<file path="src/rtl/mfcc_fft_pkg.sv">
// Shared definitions for the MFCC FFT launch path: state encodings, FFT size
// limits and the log2 N -> run-parameter derivation.
package mfcc_fft_pkg;

  typedef enum logic [2:0] {
    ST_STARTUP = 3'd0,
    ST_IDLE    = 3'd1,
    ST_LAUNCH  = 3'd2,
    ST_RUN     = 3'd3,
    ST_DELIVER = 3'd4
  } fft_state_e;

  localparam logic [3:0] LOG2N_MIN = 4'd4;
  localparam logic [3:0] LOG2N_MAX = 4'd11;
  localparam logic [3:0] LOG2N_RST = 4'd9;

  function automatic logic [3:0] clamp_log2n(input logic [3:0] v);
    if (v < LOG2N_MIN) return LOG2N_MIN;
    if (v > LOG2N_MAX) return LOG2N_MAX;
    return v;
  endfunction

  // N - 1
  function automatic logic [31:0] calc_max_point(input logic [3:0] log2n);
    return (32'd1 << log2n) - 32'd1;
  endfunction

  // N/2 + lat - 1: butterfly count per stage plus pipeline fill
  function automatic logic [15:0] calc_core_count(input logic [3:0] log2n,
                                                  input int unsigned lat);
    logic [31:0] t;
    t = ((32'd1 << log2n) >> 1) + lat - 32'd1;
    return t[15:0];
  endfunction

endpackage

</file>
<file path="src/rtl/fft_cfg_regs.sv">
// FFT size configuration: clamped shadow register, active register loaded
// only when the launch FSM allows it, and registered derived run parameters.
module fft_cfg_regs
  import mfcc_fft_pkg::*;
#(
  parameter int ADDR_WIDTH   = 12,
  parameter int CORE_LATENCY = 4
) (
  input  logic                  clk,
  input  logic                  rst_n,
  input  logic [3:0]            cfg_log2_n,
  input  logic                  cfg_apply,
  input  logic                  load_en,
  output logic                  cfg_busy,
  output logic [ADDR_WIDTH-1:0] max_point_fft,
  output logic [15:0]           max_point_fft_core,
  output logic [3:0]            stage_number
);

  localparam logic [ADDR_WIDTH-1:0] RST_MAX  = ADDR_WIDTH'(calc_max_point(LOG2N_RST));
  localparam logic [15:0]           RST_CORE = calc_core_count(LOG2N_RST, CORE_LATENCY);

  logic [3:0]            shadow_q;
  logic [3:0]            active_q;
  logic                  pending_q;
  logic                  upd_q;
  logic [ADDR_WIDTH-1:0] max_w;

  assign max_w = ADDR_WIDTH'(calc_max_point(active_q));

  // Launch is held off while a load is pending or its derived outputs are
  // still one cycle behind the active register.
  assign cfg_busy = pending_q | upd_q;

  always_ff @(posedge clk or negedge rst_n) begin
    if (!rst_n) begin
      shadow_q           <= LOG2N_RST;
      active_q           <= LOG2N_RST;
      pending_q          <= 1'b0;
      upd_q              <= 1'b0;
      max_point_fft      <= RST_MAX;
      max_point_fft_core <= RST_CORE;
      stage_number       <= LOG2N_RST;
    end else begin
      upd_q <= 1'b0;
      if (load_en && pending_q) begin
        active_q  <= shadow_q;
        pending_q <= 1'b0;
        upd_q     <= 1'b1;
      end
      if (cfg_apply) begin
        shadow_q  <= clamp_log2n(cfg_log2_n);
        pending_q <= 1'b1;
      end
      max_point_fft      <= max_w;
      max_point_fft_core <= calc_core_count(active_q, CORE_LATENCY);
      stage_number       <= active_q;
    end
  end

endmodule

</file>
<file path="src/rtl/fft_launch_ctrl.sv">
// FFT run initiator: launches one run per ready frame, supervises it with a
// timeout and delivers the result over valid/ready. FFT_FRAME_CNT_EN enables frame_count.
module fft_launch_ctrl
  import mfcc_fft_pkg::*;
#(
  parameter int ADDR_WIDTH     = 12,
  parameter int CORE_LATENCY   = 4,
  parameter int TIMEOUT_CYCLES = 65535,
  parameter int TIMEOUT_WIDTH  = 16
) (
  input  logic                  clk,
  input  logic                  rst_n,
  input  logic [3:0]            cfg_log2_n,
  input  logic                  cfg_apply,
  input  logic                  frame_valid,
  output logic                  frame_ack,
  output logic                  ena_fft,
  input  logic                  end_fft,
  output logic [ADDR_WIDTH-1:0] max_point_fft,
  output logic [15:0]           max_point_fft_core,
  output logic [3:0]            stage_number,
  output logic                  fft_busy,
  output logic                  res_valid,
  input  logic                  res_ready,
  output logic                  err_timeout,
  input  logic                  err_clr,
  output logic [15:0]           frame_count,
  output logic [2:0]            dbg_state
);

  // Handshake: res_valid rises on entry to DELIVER and stays high until the
  // cycle res_ready is sampled high; that cycle is the single accept.

  localparam logic [TIMEOUT_WIDTH-1:0] TMO_LAST = TIMEOUT_WIDTH'(TIMEOUT_CYCLES - 1);

  fft_state_e               state_q;
  logic                     st_cnt_q;
  logic [TIMEOUT_WIDTH-1:0] tmo_cnt_q;
  logic                     cfg_busy;

  assign dbg_state = state_q;

  fft_cfg_regs #(
    .ADDR_WIDTH   (ADDR_WIDTH),
    .CORE_LATENCY (CORE_LATENCY)
  ) u_cfg (
    .clk                (clk),
    .rst_n              (rst_n),
    .cfg_log2_n         (cfg_log2_n),
    .cfg_apply          (cfg_apply),
    .load_en            (state_q == ST_IDLE),
    .cfg_busy           (cfg_busy),
    .max_point_fft      (max_point_fft),
    .max_point_fft_core (max_point_fft_core),
    .stage_number       (stage_number)
  );

  always_ff @(posedge clk or negedge rst_n) begin
    if (!rst_n) begin
      state_q     <= ST_STARTUP;
      st_cnt_q    <= 1'b0;
      tmo_cnt_q   <= '0;
      ena_fft     <= 1'b0;
      frame_ack   <= 1'b0;
      fft_busy    <= 1'b0;
      res_valid   <= 1'b0;
      err_timeout <= 1'b0;
    end else begin
      ena_fft   <= 1'b0;
      frame_ack <= 1'b0;
      if (err_clr) err_timeout <= 1'b0;
      case (state_q)
        ST_STARTUP: begin
          // Two cycles mirror the network controller's RESET->INITIAL step.
          st_cnt_q <= 1'b1;
          if (st_cnt_q) state_q <= ST_IDLE;
        end
        ST_IDLE: begin
          if (frame_valid && !cfg_busy) begin
            state_q   <= ST_LAUNCH;
            ena_fft   <= 1'b1;
            frame_ack <= 1'b1;
            fft_busy  <= 1'b1;
          end
        end
        ST_LAUNCH: begin
          tmo_cnt_q <= '0;
          state_q   <= ST_RUN;
        end
        ST_RUN: begin
          tmo_cnt_q <= tmo_cnt_q + 1'b1;
          if (end_fft) begin
            state_q   <= ST_DELIVER;
            fft_busy  <= 1'b0;
            res_valid <= 1'b1;
          end else if (tmo_cnt_q == TMO_LAST) begin
            state_q     <= ST_IDLE;
            fft_busy    <= 1'b0;
            err_timeout <= 1'b1;
          end
        end
        ST_DELIVER: begin
          if (res_ready) begin
            state_q   <= ST_IDLE;
            res_valid <= 1'b0;
          end
        end
        default: state_q <= ST_STARTUP;
      endcase
    end
  end

`ifdef FFT_FRAME_CNT_EN
  logic [15:0] frame_cnt_q;

  always_ff @(posedge clk or negedge rst_n) begin
    if (!rst_n) frame_cnt_q <= '0;
    else if (res_valid && res_ready) frame_cnt_q <= frame_cnt_q + 16'd1;
  end

  assign frame_count = frame_cnt_q;
`else
  assign frame_count = '0;
`endif

endmodule

</file>
<file path="config.mk">
export PLATFORM = sky130hd
export DESIGN_NAME = fft_launch_ctrl
export DESIGN_NICKNAME = d
export VERILOG_FILES = /design/src/rtl/mfcc_fft_pkg.sv /design/src/rtl/fft_cfg_regs.sv /design/src/rtl/fft_launch_ctrl.sv
export SDC_FILE = /design/constraint.sdc
export NUM_CORES = 1
export LEC_CHECK = 0
export ABC_AREA = 1
export CELL_PAD_IN_SITES_DETAIL_PLACEMENT = 1
export CELL_PAD_IN_SITES_GLOBAL_PLACEMENT = 1
export CORE_ASPECT_RATIO = 2
export CORE_MARGIN = 2
export CORE_UTILIZATION = 38
export CTS_CLUSTER_SIZE = 30
export DETAILED_ROUTE_END_ITERATION = 12
export HOLD_SLACK_MARGIN = 0.12
export PLACE_DENSITY_LB_ADDON = 0.25
export SETUP_SLACK_MARGIN = 0.4
export SLEW_MARGIN = 20
export SYNTH_ARGS = -nofsm -noshare
export SYNTH_HDL_FRONTEND = slang
export SYNTH_HIERARCHICAL = 1
export SYNTH_SLANG_ARGS = --single-unit
</file>
<file path="constraint.sdc">
create_clock -name clk -period 2.54 [get_ports clk]
set_clock_uncertainty 0.2 [all_clocks]
set_input_delay 0.508 -clock clk [delete_from_list [all_inputs] [get_ports clk]]
set_output_delay 0.508 -clock clk [all_outputs]
set_load 0.05 [all_outputs]
</file>
# After elaboration in Yosys (flattened, before gate mapping)
# Cells that the tools add are included.
# op_classes
shifts	1
order_cmp	2
bitwise	1
reduce_logical	11
addsub	4
mux	32
eq_ne	10
# op_table
op	n
16-bit one-hot mux with 2 select lines	1
1-bit two-way mux	19
1-bit by 4-bit << shifter with 17-bit output (first input constant)	1
16-bit by 1-bit adder with 16-bit output (second input constant)	1
16-bit by 3-bit adder with 16-bit output (second input constant)	1
16-bit equality test (second input constant)	1
4-bit two-way mux	4
16-bit by 1-bit subtractor with 16-bit output (second input constant)	1
3-bit two-way mux	5
3-bit one-hot mux with 5 select lines	1
12-bit by 1-bit subtractor with 12-bit output (second input constant)	1
2-bit != test (second input constant)	4
2-bit nonzero test	4
3-bit by 2-bit equality test with 1-bit output (second input constant)	2
3-bit AND reduction	2
4-bit > comparator (second input constant)	1
4-bit by 3-bit < comparator with 1-bit output (second input constant)	1
1-bit one-hot mux with 2 select lines	2
4-bit AND reduction	1
3-bit by 1-bit equality test with 1-bit output (second input constant)	1
3-bit equality test (second input constant)	1
3-bit zero test	1
3-bit != test (second input constant)	1
1-bit logical AND	2
other kinds (2)	2
# totals
reg_bits	66
wordCells	75
output_inout_bits	56

# Longest topological paths before layout
# Gate-level depths: netlist of run 1.
# logic_depth
word_depth	7
ltp_mapped	11
depth_no_buf	10

# Cells and area by module
# The synthesis of run 1 kept the hierarchy.
# modules_own_cells
module	cells_per_inst	instances	seq_area_each_um2	area_each_um2
fft_cfg_regs	154	1	1073.5	1650.3
fft_launch_ctrl	198	1	600.6	1456.4

# Least setup slack after synthesis of run 1
# No wires, ideal clock.
# synth_path
path_kind	flip-flop to flip-flop
from	register u_cfg.active_q[3]
to	register u_cfg.max_point_fft[10]
setup_slack_ns	0.700
path_stages_with_launch	10
setup_time_ns	0.117
path_buffers	1
arrival_time_ns	1.523
required_ns	2.223
cell_sequence	dfstp_2 -> buf_4 -> inv_1 -> nand3_1 -> ha_1 -> nand3_4 -> nor2_2 -> nand2_1 -> nand2_1 -> nand2_1
# synth_via
elab_chain_cells	2
# synth_lines
item	line	text
start: declaration	fft_cfg_regs.sv:24	logic [3:0] active_q;
start signal: assignment	fft_cfg_regs.sv:47	active_q <= shadow_q;
1-bit by 4-bit << shifter with 17-bit output	n/a	
12-bit by 1-bit subtractor with 12-bit output	mfcc_fft_pkg.sv:25	return (32'd1 << log2n) - 32'd1;
named net u_cfg.max_w[10]	fft_cfg_regs.sv:27	logic [ADDR_WIDTH-1:0] max_w;
end signal: assignment	fft_cfg_regs.sv:55	max_point_fft <= max_w;
end: declaration	fft_cfg_regs.sv:15	output logic [ADDR_WIDTH-1:0] max_point_fft,
# The timed path passes the listed nets, and every way through them passes these cells.
# A chain may end at the register's enable or synchronous reset.

# Worst setup path in the final report of run 1
# layout_path
from	register u_cfg.max_point_fft[8]
to	output max_point_fft[8]
# layout_lines
item	line	text
end: declaration	fft_launch_ctrl.sv:19	output logic [ADDR_WIDTH-1:0] max_point_fft,
# No word-level cell between the ends.

==> results of run 1 <==
routing by layer:
metal / part of all wire (%) / vias to the layer above / track usage [%]
li1: - / 1202 / -
met1: 34 / 1242 / 19.5
met2: 61 / 47 / 38.2
met3: 3.4 / 11 / 5.04
met4: 2.2 / 0 / 7.44
met5: 0 / - / 0
synthesized netlist by cell type (all sizes together):
cell and count:
buf 20, nand2 77, o21ai 20, o211ai 1, o21bai 3, xnor2 1
conb 2, nor3b 1, o22ai 3, or2 1, nor3 4, xor2 3
a21oi 13, nand3 30, nor2 50, ha 5, nand4 4, dfrtp 48
inv 47, dfstp 18, o31ai 1
registers in the layout, indices dropped and copies added (netlist names), 3 cells and up:
name,count
dbg_state,3
tmo_cnt_q,16
u_cfg/active_q,4
u_cfg/max_point_fft,12
u_cfg/max_point_fft_core,16
u_cfg/shadow_q,4
u_cfg/stage_number,4
repair_timing:
item | in CTS | in global routing
buffers inserted | 0 | 2
resized for setup | 40 | 3
hold buffers | 1 | 0
endpoints found under the setup margin | 40 | 7
endpoints found under the hold margin | 48 | 0
stage by stage:
stage	area (um^2)	hold WS [ps]	setup slack, ps	total power, W
6_report	3960	265	454	0.00514
5_1_grt	3960	308	389	0.00547
4_1_cts	3930	211	431	0.00518
3_5_place_dp	3670	206	496	0.00404
3_3_place_gp	3670	202	529	0.00398
2_1_floorplan	3160	12.4	700	0.00329
layout make-up:
cell class | instances | area [um^2] | share of cell area [%]
flip-flops and latches | 66 | 1670 | 42.3
inverters | 47 | 176 | 4.46
repair buffers | 57 | 513 | 13.0
clock inverters | 3 | 40.0 | 1.01
well taps | 96 | 120 | 3.04
multi-input cells | 234 | 1170 | 29.6
clock buffers | 13 | 260 | 6.58
cells by family (layout without fill, tap and decap cells):
kind of cell    after synthesis  count (layout)  synth area share (%)
simple gates                167             167                  25.1
xor+xnor                      4               4                  1.13
compound gates               41              41                  7.13
flops                        66              66                  53.9
fa+ha+maj                     5               5                  2.01
other cells                   2              17                 0.242
buf+inv                      67             120                  10.6
power breakdown:
part	leakage, nW	switching, W	internal [W]	total, W
clock	0.150	0.000434	0.000810	0.00124
combinational	1.05	0.00171	0.000605	0.00231
sequential	0.816	0.000158	0.00142	0.00158
total	2.02	0.00230	0.00284	0.00514
tightest hold or removal path: stages (launching register included):
cell	delay, ps
dfrtp_1	320
inv_1	50
nand2_1	60
final timing paths:
check | endpoint | slack (ps) | depth (start not counted)
max | max_point_fft[8] | 450 | 1
min | st_cnt_q$_DFFE_PN0N_ | 260 | 2
max reg2reg | u_cfg/max_point_fft[11]$_DFF_PN0_ | 570 | 9
min reg2reg | st_cnt_q$_DFFE_PN0N_ | 260 | 2
max in group asynchronous | u_cfg/max_point_fft[4]$_DFF_PN1_ | 1270 | 3
min in group asynchronous | tmo_cnt_q[12]$_DFFE_PN0P_ | 520 | 3
==> results_dict.tcl, run 1 <==
set metrics [dict create \
    cp_max_fo 1 \
    start_util_pct 39.1 \
    fin_crit_ps 2090 \
    cts_tree "yes" \
    grt_max_degree 67 \
    via_per_inst 4.85 \
    setup-violations-final 0 \
    worst_setup_path_start_kind "flop" \
    ios 67 \
    dieArea_um2 8960 \
    cts_root_buf "clkbuf_16" \
    cp.buffers_inverters 1 \
    remaining_drc_errors 0 \
    clk_pin_slew_ps 50 \
    areaGrowthSynthToFinish_pct 27.3 \
    hold_viol_final 0 \
    synthTopCellsByArea "dfrtp_1 (39%), dfstp_2 (15%), nand2_1 (8.7%), inv_1 (5.3%), nor2_1 (5.0%)" \
    max_stage_delay_ps 540 \
    grt_pass1_vias 2711 \
    crit_family "buffers and inverters" \
    core_um2 7940 \
    synthCells 352 \
    path_cells "dlygate4sd2_1" \
    critPathCaptureType "output port" \
    layout_common_cells "nand2_1 (72), dfrtp_1 (48), inv_1 (44)" \
    routed_wl_mm 8.06 \
    slew_headroom_pct 65.9 \
    grt_usage_pct 20.1 \
    postLayoutCoreUtil_pct 49.8 \
    ant_nets 0 \
    final_common_cell "nand2_1" \
    slew_viol_final 0 \
    antenna_found_initial 0 \
    pwr_density_cell_nw_per_um2 1300 \
    vias 2502 \
    synth-seq-cells 66 \
    fmax_mhz 479 \
    rsz0062_at_grt "false" \
    required_ps 1830 \
    ir_drop_mv 0.584 \
    synth_cell_types 30 \
    instances_no_fill 516 \
    yosysSeqAreaShare_pct 53.9 \
    dr.pass1.iters 4 \
    drive_gt1_share_pct 15.7 \
    grt_pass1_wl_mm 13.2 \
    gp_congestion 0.780 \
    yosysTopAreaCell "dfrtp_1" \
    tightest_slew_ps 514 \
    worstSetupStartpoint "u_cfg/max_point_fft[8]$_DFF_PN1_" \
    drtIter0Drc 85 \
    fillers 946 \
    outcome "finished clean" \
    ctsHtreeMaxLevel 3 \
    holdCritPathClass "reg -> reg" \
    synth.top_cell.area_share_pct 38.7 \
    cts_num_sinks 66 \
    antennaDiodeCount 0 \
    grt-ovfl-total 0 \
    rr_startpoint "u_cfg/active_q[0]$_DFFE_PN1P_" \
    fp.dieW_um 67.9 \
    period_share_pct 82.1 \
    avgSynthCellArea_um2 8.83 \
    ys_warn_count 6 \
    clk_latency_ps 330 \
    fp.dieH_um 132 \
    synth.cell_area_um2 3110 \
    wire_per_inst_um 15.6 \
    rows 46 \
    clk_path_buf_depth 2 \
    maxCapViolCount 0 \
    crit_arrival_ps 1380 \
    hold_start "st_cnt_q$_DFFE_PN0N_" \
    portBuffers 50 \
    detailed_place_hpwl_mm 6.03 \
    tns_ps 0 \
    final_nets 431 \
    placedCellCount 497 \
    cts_buffers 9 \
    crit_slowest_cell "dlygate4sd2_1" \
    p_leak_nw 2.02 \
    worstSetupPathType "reg -> out" \
]
No activity file was read; power rests on OpenSTA's default activity.
==> inputs of run 2 (changes only) <==
- CORE_UTILIZATION: 38 -> 34
- clock period: 2.54 -> 1.7 ns (I/O delays scaled with it)
==> run 2 against run 1 <==
  * The flow now finishes with violations (negative setup slack)
  * Register-to-register slack worse by 810 ps
  * Sequential power rose by 65%
  * Utilization rose by 14 points
  * Combinational power rose to 3.0 times the previous value
  * Clock power up 41%
  * Critical path depth increased by 10
  * Routed wire length rose by 55%
  * Worst hold slack lost 16 ps
  * Global-route usage is 1.0 points higher
  * Critical endpoint is now u_cfg/max_point_fft[10]$_DFF_PN0_
  * Total power is 120% higher
  * Final cell count increased by 15%
  * Highest routed layer unchanged
  * Die area rose by 11%
==> results_dict.tcl, run 2 (synthesis gave the netlist of run 1 again) <==
set metrics [dict create \
    antenna_found_initial 0 \
    fmax_mhz 516 \
    via_per_inst 5.06 \
    grt-ovfl-total 0 \
    drtIter0Drc 181 \
    grt_usage_pct 21.2 \
    remaining_drc_errors 0 \
    cpMostUsedCell "nand2_1" \
    fp.dieH_um 139 \
    gp_congestion 0.887 \
    areaGrowthSynthToFinish_pct 84.1 \
    hold_slack_ps 249 \
    drive_gt1_share_pct 58.2 \
    clk_latency_ps 340 \
    fin_ws_ps -236 \
    grt_pass1_vias 3275 \
    fin_crit_ps 1940 \
    fillers 902 \
    drt-met1-wl_mm 4.26 \
    final_nets 501 \
    cp.buffers_inverters 3 \
    rows 49 \
    required_ps 1770 \
    antennaDiodeCount 0 \
    dr.pass1.iters 4 \
    cts_buffers 9 \
    crit_arrival_ps 2010 \
    hold_viol_final 0 \
    dp_slack_ps -128 \
    p_leak_nw 2.66 \
    top_regs "tmo_cnt_q x16, u_cfg/max_point_fft_core x16, u_cfg/max_point_fft x12" \
    outcome "complete, but fails checks" \
    max_stage_delay_ps 560 \
    layout_common_cells "buf_12 (45), nand2_1 (42), buf_4 (40)" \
    dieArea_um2 9960 \
    worst_setup_path_start_kind "flop" \
    critPathCaptureType "flop" \
    top_layer_used "met4" \
    period_share_pct 114 \
    vias 2998 \
    wire_per_inst_um 21.1 \
    clk_path_buf_depth 2 \
    met3_length_um 412 \
    ant_nets 0 \
    grt_pass1_wl_mm 16.2 \
    setup-violations-final 13 \
    fp.dieW_um 71.6 \
    cts_root_buf "clkbuf_16" \
    ir_drop_mv 1.26 \
    rsz0062_at_grt "true" \
    holdCritPathClass "in -> async" \
    routed_wl_mm 12.5 \
    grt_max_degree 29 \
    ctsHtreeMaxLevel 3 \
    clk_pin_slew_ps 60 \
    crit_family "simple AND/OR/NAND/NOR gates" \
    detailed_place_hpwl_mm 6.39 \
    r2r_cells 11 \
    final_common_cell "buf_12" \
    path_cells "inv_2, nor2_4, nand3_4, buf_4, buf_6, ha_4, nand3_4, nor2_4, nand2_1, nand2_1, nand2_1" \
    slew_viol_final 0 \
    violations "negative setup slack" \
    portBuffers 50 \
    cts_num_sinks 66 \
    pwr_density_cell_nw_per_um2 1980 \
    wl_met2_mm 7.26 \
    start_util_pct 34.7 \
    ios 67 \
    maxCapViolCount 0 \
    cp_max_fo 3 \
    cts_tree "yes" \
    crit_slowest_cell "dfstp_2" \
    worstSetupPathType "reg -> reg" \
    core_um2 8950 \
    path_depth 11 \
]
## run 2: cell type report
cell class              count  area, um^2  share of cell area (%)
repair buffers            126        1650                    28.9
clock buffers              13         260                    4.55
inverters                  47         201                    3.52
multi-input cells         235        1770                    31.0
well taps                 102         128                    2.23
clock inverters             3        15.0                   0.263
flip-flops and latches     66        1690                    29.5
## run 2: metrics by stage
| step | instance area (um^2) | cells | utilization, % | power, W | setup TNS [ps] |
|---|---|---|---|---|---|
| finish | 5720 | 592 | 63.9 | 0.0113 | -1810 |
| global route | 5720 | 592 | 63.9 | 0.0118 | -2610 |
| CTS | 5090 | 562 | 56.9 | 0.00991 | -215 |
| detailed placement | 4310 | 515 | 48.2 | 0.00738 | -374 |
| global placement | 4310 | 515 | 48.2 | 0.00724 | -31.9 |
| floorplan | 3300 | 367 | - | 0.00521 | -55.0 |
## run 2: timing repair
item                       4_1_cts  5_1_grt
hold endpoints to repair        48        0
pin swaps                       18       42
resized for setup               70      102
hold buffers                     1        0
setup endpoints to repair       84       95
buffers inserted                29       30
cloned                           1        0
## run 2: worst paths after layout
path                                                from                           endpoint  slack (ps)
setup / recovery           u_cfg/active_q[0]$_DFFE_PN1P_  u_cfg/max_point_fft[10]$_DFF_PN0_        -240
hold / removal                                     rst_n          tmo_cnt_q[14]$_DFFE_PN0P_         250
setup reg to reg           u_cfg/active_q[0]$_DFFE_PN1P_  u_cfg/max_point_fft[10]$_DFF_PN0_        -240
hold reg to reg                     st_cnt_q$_DFFE_PN0N_               st_cnt_q$_DFFE_PN0N_         260
max in group asynchronous                          rst_n    u_cfg/stage_number[0]$_DFF_PN1_         490
min in group clk                    st_cnt_q$_DFFE_PN0N_               st_cnt_q$_DFFE_PN0N_         260
## run 2: metal layers
| layer | track usage, % | up-vias |
|---|---|---|
| met3 | 4.72 | 36 |
| met4 | 11.3 | 0 |
| met2 | 39.3 | 87 |
| met1 | 20.8 | 1530 |
| li1 | - | 1345 |
| met5 | 0 | - |
## run 2: where the power goes
part / switching, W / total (W) / internal, W
logic: 0.00387 / 0.00697 / 0.00310
clock network: 0.000687 / 0.00175 / 0.00106
registers: 0.000447 / 0.00261 / 0.00216
==> inputs of run 3 (changes only) <==
- SKIP_CTS_REPAIR_TIMING: unset -> 1
- SLEW_MARGIN: 20 -> unset
==> run 3 against run 2 <==
  * The flow still finishes with violations (negative setup slack)
  * Routed wire length fell by 15%
  * Via count is 6.0% lower
  * Final area decreased by 4.2%
  * Sequential power grew 2%
  * Worst hold slack worse by 9.7 ps
  * Critical endpoint is now u_cfg/max_point_fft[11]$_DFF_PN0_
  * Largest cell class unchanged
  * Highest routed layer unchanged
==> results_dict.tcl, run 3 (synthesis gave the netlist of run 1 again) <==
set metrics [dict create \
    setup-violations-final 8 \
    layout_common_cells "nand2_1 (45), buf_12 (44), dfrtp_1 (34)" \
    ios 67 \
    final_common_cell "nand2_1" \
    violations "negative setup slack" \
    antenna_found_initial 0 \
    grt_pass1_wl_mm 14.0 \
    drtIter0Drc 86 \
    p_switching_w 0.00460 \
    rrSetupSlack_ps -140 \
    portBuffers 50 \
    worstSetupPathType "reg -> reg" \
    cts_root_buf "clkbuf_16" \
    fp.dieW_um 71.6 \
    vias 2818 \
    fillers 909 \
    rsz0062_at_grt "true" \
    top_regs "tmo_cnt_q x16, u_cfg/max_point_fft_core x16, u_cfg/max_point_fft x12" \
    instances_no_fill 573 \
    intPower_w 0.00594 \
    clk_path_buf_depth 2 \
    rows 49 \
    hold_viol_final 0 \
    comb_power_share_pct 58.3 \
    outcome "complete, but fails checks" \
    clk_latency_ps 340 \
    pwr_density_cell_nw_per_um2 1920 \
    rr_startpoint "u_cfg/active_q[1]$_DFFE_PN0P_" \
    ant_nets 0 \
    final_nets 482 \
    grt_max_degree 29 \
    worst_setup_path_start_kind "flop" \
    ctsHtreeMaxLevel 3 \
    fp.dieH_um 139 \
    crit_arrival_ps 1920 \
    via_per_inst 4.92 \
    p_leak_nw 2.56 \
    fin_crit_ps 1840 \
    routed_wl_mm 10.6 \
    wire_per_inst_um 18.5 \
    dr.pass1.iters 4 \
    power_frac_clock_pct 16.4 \
    cts_num_sinks 66 \
    gp_congestion 0.887 \
    drive_gt1_share_pct 55.8 \
    dieArea_um2 9960 \
    core_um2 8950 \
    grt_pass1_vias 2910 \
    start_util_pct 34.7 \
    power_frac_seq_pct 25.3 \
    fin_ws_ps -143 \
    slew_viol_final 0 \
    detailed_place_hpwl_mm 6.39 \
    hold_slack_ps 239 \
    holdCritPathClass "in -> async" \
    switching_share_pct 43.7 \
    clk_pin_slew_ps 50 \
    ir_drop_mv 1.20 \
    required_ps 1780 \
    period_share_pct 108 \
    placedCellCount 515 \
    r2r_cells 9 \
    antennaDiodeCount 0 \
    remaining_drc_errors 0 \
    fmax_mhz 543 \
    maxCapViolCount 0 \
    rr_endpoint "u_cfg/max_point_fft[11]$_DFF_PN0_" \
    cts_tree "yes" \
    grt-ovfl-total 0 \
    worstSetupStartpoint "u_cfg/active_q[1]$_DFFE_PN0P_" \
    cts_buffers 9 \
    grt_usage_pct 18.1 \
    critPathCaptureType "flop" \
    areaGrowthSynthToFinish_pct 76.3 \
    cp_max_fo 6 \
]
## run 3: changes by cell type in the layout (fill, tap and decap cells not counted), moves of 4 or more
| cell | before | now |
|---|---|---|
| nand2_4 | 9 | 13 |
| buf_4 | 40 | 26 |
| dfrtp_1 | 38 | 34 |
| buf_6 | 28 | 23 |
| dfrtp_2 | 9 | 13 |
| nand2_2 | 23 | 18 |
## run 3: worst max-delay path, stage by stage (launching register included)
cell	delay, ps
dfrtp_1	410
inv_1	130
nor2_4	170
nand3_4	140
ha_4	200
nand4_1	110
nand3_2	140
nor2_1	140
nand3_1	80
nand2_1	60
## run 3: area by class of cell
cell class	instances	area (um^2)	share of cell area, %
multi-input cells	235	1700	31.0
flip-flops and latches	66	1690	30.9
repair buffers	107	1490	27.1
clock buffers	13	260	4.75
inverters	47	199	3.63
well taps	102	128	2.33
clock inverters	3	15.0	0.274
## run 3: metal layers
| metal | wire length (um) | up-vias | GRT usage (%) |
|---|---|---|---|
| li1 | - | 1313 | - |
| met1 | 3700 | 1416 | 18.6 |
| met2 | 6280 | 64 | 33.7 |
| met3 | 322 | 25 | 4.36 |
| met4 | 327 | 0 | 7.55 |
| met5 | 0 | - | 0 |
## run 3: metrics by stage
stage	TNS [ps]	utilization (%)	instance area, um^2	setup WS [ps]	power (W)
after floorplan	-55.0	-	3300	-29.0	0.00521
after global placement	-31.9	48.2	4310	-23.2	0.00724
after detailed placement	-374	48.2	4310	-128	0.00738
after CTS	-432	51.3	4590	-126	0.00913
after global routing	-1520	61.2	5480	-235	0.0110
final	-718	61.2	5480	-143	0.0105
## run 3: how the worst max path moves through the flow
stage,end,slack [ps],depth (start not counted)
final,u_cfg/max_point_fft[11]$_DFF_PN0_,-140,9
after floorplan,u_cfg/max_point_fft[11]$_DFF_PN0_,-30,10
after global routing,u_cfg/max_point_fft[9]$_DFF_PN0_,-230,10
after global placement,u_cfg/max_point_fft[11]$_DFF_PN0_,-20,9
after detailed placement,u_cfg/max_point_fft[9]$_DFF_PN0_,-130,10
after CTS,u_cfg/max_point_fft[9]$_DFF_PN0_,-130,10
## run 3: power by group through the flow
stage / clock [W] / combinational, W / sequential (W)
final: 0.00173 / 0.00614 / 0.00267
after global routing: 0.00181 / 0.00648 / 0.00271
after CTS: 0.00175 / 0.00479 / 0.00259
after detailed placement: 0 / 0.00478 / 0.00260
after global placement: 0 / 0.00465 / 0.00259
after floorplan: 0 / 0.00167 / 0.00354
